<file path="config.mk">
export PLATFORM = sky130hd
export DESIGN_NAME = fire_request_scheduler
export DESIGN_NICKNAME = d
export VERILOG_FILES = /design/src/rtl/fire_request_scheduler.sv
export SDC_FILE = /design/constraint.sdc
export NUM_CORES = 1
export LEC_CHECK = 0
export ABC_AREA = 1
export CORE_MARGIN = 8
export CORE_UTILIZATION = 43
export DETAILED_ROUTE_END_ITERATION = 12
export PLACE_DENSITY_LB_ADDON = 0.12
export SYNTH_ARGS = -nofsm -noshare
export SYNTH_HDL_FRONTEND = slang
export SYNTH_SLANG_ARGS = --single-unit
</file>
<file path="constraint.sdc">
create_clock -name clk -period 4.1 [get_ports clk]
set_clock_uncertainty 0.2 [all_clocks]
set_input_delay 1.23 -clock clk [delete_from_list [all_inputs] [get_ports clk]]
set_output_delay 1.23 -clock clk [all_outputs]
set_load 0.01 [all_outputs]
</file>
<file path="src/rtl/fire_request_scheduler.sv">
// Two-bay missile fire scheduler: round-robin console arbitration,
// bay balancing, post-launch cooldown and out-of-ammo lockout.
module fire_request_scheduler #(
  parameter int BAY_CAPACITY    = 4,
  parameter int COOLDOWN_CYCLES = 8
) (
  input  logic       clk,
  input  logic       rst,
  input  logic       target_locked,
  input  logic [3:0] fire_req,
  input  logic       reload,
  output logic [3:0] fire_grant,
  output logic       launch,
  output logic       launch_bay,
  output logic [2:0] bay0_count,
  output logic [2:0] bay1_count,
  output logic       busy,
  output logic [2:0] sched_state
);

  typedef enum logic [2:0] {
    IDLE        = 3'b000,
    ARBITRATE   = 3'b001,
    LAUNCH      = 3'b010,
    COOLDOWN    = 3'b011,
    OUT_OF_AMMO = 3'b100
  } state_t;

  localparam logic [2:0] CAP     = 3'(BAY_CAPACITY);
  localparam logic [7:0] CD_LOAD = 8'(COOLDOWN_CYCLES - 1);

  state_t     state, state_n;
  logic [3:0] grant_n;
  logic       launch_n, bay_n;
  logic [2:0] c0_n, c1_n;
  logic [1:0] last_grant, lg_n;
  logic       last_bay, lb_n;
  logic [7:0] cd, cd_n;
  logic [1:0] win, idx;
  logic       found, pick1, empty;

  assign empty = (bay0_count == 3'd0) && (bay1_count == 3'd0);
  assign busy = (state == ARBITRATE) || (state == LAUNCH) ||
                (state == COOLDOWN);
  assign sched_state = state;

  // Fuller bay wins; a tie alternates away from the last bay fired.
  assign pick1 = (bay1_count > bay0_count) ||
                 ((bay1_count == bay0_count) && !last_bay);

  always_comb begin
    win   = last_grant;
    idx   = '0;
    found = 1'b0;
    for (int i = 1; i <= 4; i++) begin
      idx = last_grant + 2'(i);
      if (!found && fire_req[idx]) begin
        win   = idx;
        found = 1'b1;
      end
    end
  end

  always_ff @(posedge clk) begin
    if (rst) begin
      state      <= IDLE;
      fire_grant <= '0;
      launch     <= 1'b0;
      launch_bay <= 1'b0;
      bay0_count <= CAP;
      bay1_count <= CAP;
      last_grant <= 2'd3;
      last_bay   <= 1'b1;
      cd         <= '0;
    end else begin
      state      <= state_n;
      fire_grant <= grant_n;
      launch     <= launch_n;
      launch_bay <= bay_n;
      bay0_count <= c0_n;
      bay1_count <= c1_n;
      last_grant <= lg_n;
      last_bay   <= lb_n;
      cd         <= cd_n;
    end
  end

  always_comb begin
    state_n  = state;
    grant_n  = '0;
    launch_n = 1'b0;
    bay_n    = launch_bay;
    c0_n     = bay0_count;
    c1_n     = bay1_count;
    lg_n     = last_grant;
    lb_n     = last_bay;
    cd_n     = cd;
    unique case (state)
      IDLE: begin
        if (reload) begin
          c0_n = CAP;
          c1_n = CAP;
        end else if (empty) begin
          state_n = OUT_OF_AMMO;
        end else if (target_locked && |fire_req) begin
          state_n = ARBITRATE;
        end
      end
      ARBITRATE: begin
        if (!target_locked || fire_req == 4'd0 || empty) begin
          state_n = IDLE;
        end else begin
          state_n  = LAUNCH;
          grant_n  = 4'b0001 << win;
          launch_n = 1'b1;
          bay_n    = pick1;
          lg_n     = win;
          lb_n     = pick1;
          if (pick1) c1_n = bay1_count - 3'd1;
          else       c0_n = bay0_count - 3'd1;
        end
      end
      LAUNCH: begin
        state_n = COOLDOWN;
        cd_n    = CD_LOAD;
      end
      COOLDOWN: begin
        if (cd == 8'd0) state_n = empty ? OUT_OF_AMMO : IDLE;
        else            cd_n = cd - 8'd1;
      end
      OUT_OF_AMMO: begin
        if (reload) begin
          c0_n    = CAP;
          c1_n    = CAP;
          state_n = IDLE;
        end
      end
      default: state_n = IDLE;
    endcase
  end

endmodule
</file>
==> summary.md <==
| Metric | Value |
|---|---|
| Slew HR | `69.7%` |
| Mapped Cells | `239` |
| Worst-Skew Late Latency | `0.27 ns` |
| Htree depth | `1` |
| Critical path class | `reg2out` |
| FMAX | `325 MHz` |
| Final Hold Fails | `0` |
| Async set-reset flop share out of synthesis | `0%` |
| Buffers & Inverters on Critical Path | `3` |
| Nature of the critical path endpoint | `primary output` |
| Synth warn | `0` |
| Synthesis-to-finish area growth | `21.4%` |
| Static leakage | `0.903 nW` |
| Max VDD drop | `0.221 mV` |
| Clk buf depth | `2` |
| Post_cts resized | `0` |
| N_diodes | `0` |
| Status | `finished, final reports clean` |
| Synthesized net count | `256` |
| Crit share post-route | `75.2%` |
| Largest net degree at the start of global routing | `16` |
| WL/cell | `11.5 um` |
| Crit path from | `sched_state[0]` |
| Seq cells post-synth | `26` |
| Vias per Instance | `4.88` |
| Total clock sinks | `26` |
| Drt pass-1 iters | `4` |
| Most used cell, CP | `inv_1` |
| Area of the multi-input gates | `973 um^2` |
| CTS tree | `built` |
| Routed Wire Length | `3600 um` |
| Overflow after GRT | `0` |
| Commonest non-fill, non-tap cell in the layout | `nand2_1` |
| Final hold slack | `0.264 ns` |
| Die H | `77.6 um` |
| DRT antenna net count | `0` |
| CP Data Required Time | `2.67 ns` |
| Worst setup margin | `1.02 ns` |
| Pre-CTS WS | `1.21 ns` |
| Root buf cell | `clkbuf_8` |
| Final worst path period need | `3.08 ns` |
| DR vias | `1522` |
| Synthesized cell area | `1630 um^2` |
| Filler cells | `373` |
| Final Core Density | `54.2%` |
| All-Layer GR Usage | `12.6%` |
| Arrival time at the worst endpoint | `1.65 ns` |
| Slowest CP cell | `clkdlybuf4s50_1` |
| HPWL Detailed | `2760 um` |
| Drc violations | `0` |
| Main flop type after synthesis | `dfxtp_1` |
| I/O pin count | `24` |
| Unique masters post-synth | `23` |
| Port Buf Inserts | `23` |
| First-pass GRT wire length | `6400 um` |
| Initial detailed-routing violation count | `55` |
| Power Dens Cells | `372 nW/um^2` |
| Proportion of layout cells with a drive suffix above 1 | `15.2%` |
| Class of the worst hold path | `reg2reg` |
| Slew @ Worst Pin | `0.454 ns` |
| Buffers inserted during post-CTS setup optimization | `0` |
| Core area | `3660 um^2` |
| Reg area | `520 um^2` |
| Setup TNS | `0 ns` |
| Die area | `6030 um^2` |
| Register area share after synthesis | `31.9%` |
| RSZ-0062 raised after global routing | `no` |
| Worst path top cell family by delay | `buffers and inverters` |
| Final setup vio count | `0` |
| Width of the chip | `77.6 um` |
| CP Launch Type | `register` |
| Starting Density | `44.6%` |
| Max Cap Viol | `0` |
| Total CTS buffers | `3` |
| GP Congestion | `0.821` |
| Row cnt | `22` |
| Hold_sp | `bay1_count[0]` |
| Avg Inst Size Synth | `6.84 um^2` |
| Final nets | `282` |
| Post-synth EDFFs | `0` |
| Vias in the first global route | `1503` |
| Reg2reg start | `bay0_count[2]` |
| Clock slew at reported path FFs | `0.09 ns` |
| CP max stage delay | `0.55 ns` |
| Fin. max-slew vios | `0` |
| Most frequent cells in the layout | `nand2_1, nand3_1, dfxtp_1` |
| Critical Path Fanout Max | `6` |
| Register-to-register setup slack | `2.23 ns` |
| Cts hold-fix bufs | `0` |
| Antenna violations before repair | `0` |
| CP cell instances | `inv_1 > nand2_1 > inv_1 > nor2_1 > clkdlybuf4s50_1` |
## cells in the mapped netlist, types with 2 or more instances
library cell  instances  area [um^2]
nand4_1               7         43.8
ha_1                  9          113
nand2_4               5         56.3
xor2_1                3         26.3
o21ai_0               3         15.0
dfxtp_1              26          521
a21oi_1              20          100
nor2_1               15         56.3
nor2_2                3         18.8
nor2_4                2         22.5
inv_2                 8         30.0
inv_1                24         90.1
nand2_2              12         75.1
nand2_1              60          225
nor3_1                6         30.0
nand3_2               4         40.0
nand3_1              26          130
## final timing paths
check / end / depth (start not counted)
worst max-delay path: busy / 5
worst min-delay path: bay1_count[0] / 1
worst max register to register: bay1_count[2] / 10
worst min register to register: bay1_count[0] / 1
## stage by stage
step                      cells  total power [W]  area (um^2)
after global placement      308         0.000527         1910
final                       312         0.000739         1980
after CTS                   312         0.000745         1980
after floorplan             239         0.000464         1630
after global routing        312         0.000796         1980
after detailed placement    308         0.000528         1910
## flip-flops by register name (all words and copies together), names as in the netlist
register / cells
bay0_count: 3
bay1_count: 3
cd: 8
fire_grant: 4
last_bay: 1
last_grant: 2
launch: 1
launch_bay: 1
sched_state: 3
## layer usage
metal | GRT usage, % | wire length [um]
met1 | 15.0 | 1730
met2 | 20.3 | 1590
met3 | 4.26 | 228
met4 | 4.53 | 44
met5 | 0 | 0
## cell type report
cell class                      count  area share [%]
Tap cell                           48            3.03
Clock buffer                        3            2.08
Inverter                           32            6.06
Timing Repair Buffer               24            12.0
Clock inverter                      1            1.51
Sequential cell                    26            26.2
Multi-Input combinational cell    178            49.1
## cells by family after synthesis
group                      after synthesis  share of synthesized area, %
AOI/OAI and AO/OA                       25                          7.81
adders and majority gates                9                          6.89
DFF                                     26                          31.9
xor gates and xnor gates                 3                          1.61
and+or+nand+nor                        141                          43.3
buffers and inverters                   35                          8.58
## power by group
group | total, W | switching, W | internal, W
registers | 0.000288 | 0.0000187 | 0.000269
logic | 0.000237 | 0.000140 | 0.0000971
clock network | 0.000214 | 0.0000837 | 0.000131
total | 0.000739 | 0.000242 | 0.000497
No activity file was read; power rests on OpenSTA's default activity.
==> patch: new RTL, same settings <==
Change the parameter `COOLDOWN_CYCLES` from 8 to 7.
--- a/src/rtl/fire_request_scheduler.sv
+++ b/src/rtl/fire_request_scheduler.sv
@@ -4,3 +4,3 @@
   parameter int BAY_CAPACITY    = 4,
-  parameter int COOLDOWN_CYCLES = 8
+  parameter int COOLDOWN_CYCLES = 7
 ) (
Function: no difference found for any inputs over 10 cycles, from zero or initial values and one cycle with rst high; that may be too few to reach the edited logic, so the function may still have changed.
==> patch against the unedited design <==
- maximum frequency down 0.64%
- total power fell by 1.8%
- final cell count is 0.32% higher
- count of clock-buffer cells in the layout is the same
- setup slack got worse by 0.020 ns
- critical path depth is the same
- synthesized area increased by 2.1%
- sequential cell count unchanged
- routed wire length shrank 0.64%
- cell area is 0.82% higher
- largest cell class unchanged
- highest routed layer unchanged
==> patch: results (changes against the unedited design) <==
DR WL met3 = 166 um (was 228 um)
# placed instances = 309 (was 308)
R2r startpoint = cd[0]$_SDFFE_PP0P_ (was bay0_count[2]$_SDFFE_PP1P_)
Area contributors post-synth = dfxtp_1, nand2_1, nand3_1 (unchanged)
Vias in the first global route = 1458 (was 1503)
Iteration-0 DRC Markers = 61 (was 55)
Routed Antenna Nets = 0 (unchanged)
Nets = 283 (was 282)
Async S/R FF share, synth = 0% (unchanged)
Sequential-to-total area share from yosys stat = 31.2% (was 31.9%)
Filler cell count = 386 (was 373)
Share of cells above drive strength 1 = 14.7% (was 15.2%)
Reg2reg setup slack = 2.13 ns (was 2.23 ns)
Yosys cell types = 22 (was 23)
Final Wtd Congestion = 0.831 (was 0.821)
Share of the synthesized area in the top cell type = 31.2% (was 31.9%)
Max VDD drop = 0.208 mV (was 0.221 mV)
Via/cell ratio = 4.86 (was 4.88)
Status = complete, no violations (unchanged)
Lkg Pwr = 0.908 nW (was 0.903 nW)
Reg2reg path depth = 10 (unchanged)
GRT Util Overall = 12.1% (was 12.6%)
Worst-Margin Slew = 0.464 ns (was 0.454 ns)
Metal2 WL = 1.67 mm (was 1.59 mm)
First-pass GRT wire length = 6.31 mm (was 6.40 mm)
CTS resizes = 0 (unchanged)
Final WL = 3.57 mm (was 3.60 mm)
Wire length per cell = 11.4 um (was 11.5 um)
Cells after Synth = 241 (was 239)
CP arrival = 1.67 ns (was 1.65 ns)
WL met1 = 1.73 mm (about the same)
RR Endpoint = cd[7]$_SDFFE_PP0P_ (was bay1_count[2]$_SDFFE_PP1P_)
Initial antenna violation count = 0 (unchanged)
Net Count, Synth = 258 (was 256)
Synth cell count leaders = nand2_1, dfxtp_1, inv_1 (was nand2_1, dfxtp_1, nand3_1)
CP Launch Point = sched_state[1]$_SDFFE_PP0P_ (was sched_state[0]$_SDFFE_PP0P_)
-- patch: per-layer routing --
| layer | vias to the layer above | track usage (%) |
|---|---|---|
| met5 | - | 0 |
| met4 | 0 | 3.15 |
| met3 | 2 | 2.96 |
| met2 | 30 | 20.5 |
| met1 | 666 | 15.0 |
| li1 | 824 | - |
-- patch: kinds of logic after synthesis --
group | synth area share [%]
simple gates | 43.7
buf+inv | 9.45
flops | 31.2
compound gates | 7.35
fa+ha+maj | 6.75
xor+xnor | 1.58
-- patch: through the flow --
step / hold slack, ns / util (%) / worst slack, ns / power [mW] / area [sq um]
6_report: 0.255 / 54.2 / 0.999 / 0.725 / 2000
5_1_grt: 0.293 / 54.2 / 0.876 / 0.780 / 2000
4_1_cts: 0.264 / 54.2 / 0.976 / 0.737 / 2000
3_5_place_dp: 0.246 / 52.3 / 1.19 / 0.519 / 1930
3_3_place_gp: 0.248 / 52.3 / 1.20 / 0.517 / 1930
2_1_floorplan: 0.229 / - / 1.83 / 0.460 / 1670
-- patch: cell type report --
| class | count | area share [%] |
|---|---|---|
| inverters | 32 | 6.01 |
| flip-flops and latches | 26 | 26.0 |
| clock inverters | 1 | 1.50 |
| repair buffers | 24 | 11.9 |
| multi-input cells | 179 | 49.5 |
| clock buffers | 3 | 2.07 |
| well taps | 48 | 3.00 |
-- patch: how the worst min path moves through the flow --
stage	endpoint	slack (ns)
after floorplan	last_bay$_SDFFE_PP1P_	0.23
after detailed placement	bay1_count[0]$_SDFFE_PP0P_	0.25
final	bay1_count[0]$_SDFFE_PP0P_	0.26
after global routing	bay1_count[0]$_SDFFE_PP0P_	0.29
after global placement	bay1_count[0]$_SDFFE_PP0P_	0.25
after CTS	bay1_count[0]$_SDFFE_PP0P_	0.26
-- patch: power breakdown --
part	switching [mW]	internal [mW]
Clock	0.0827	0.131
Sequential	0.0180	0.268
Combinational	0.132	0.0940
Total	0.233	0.492
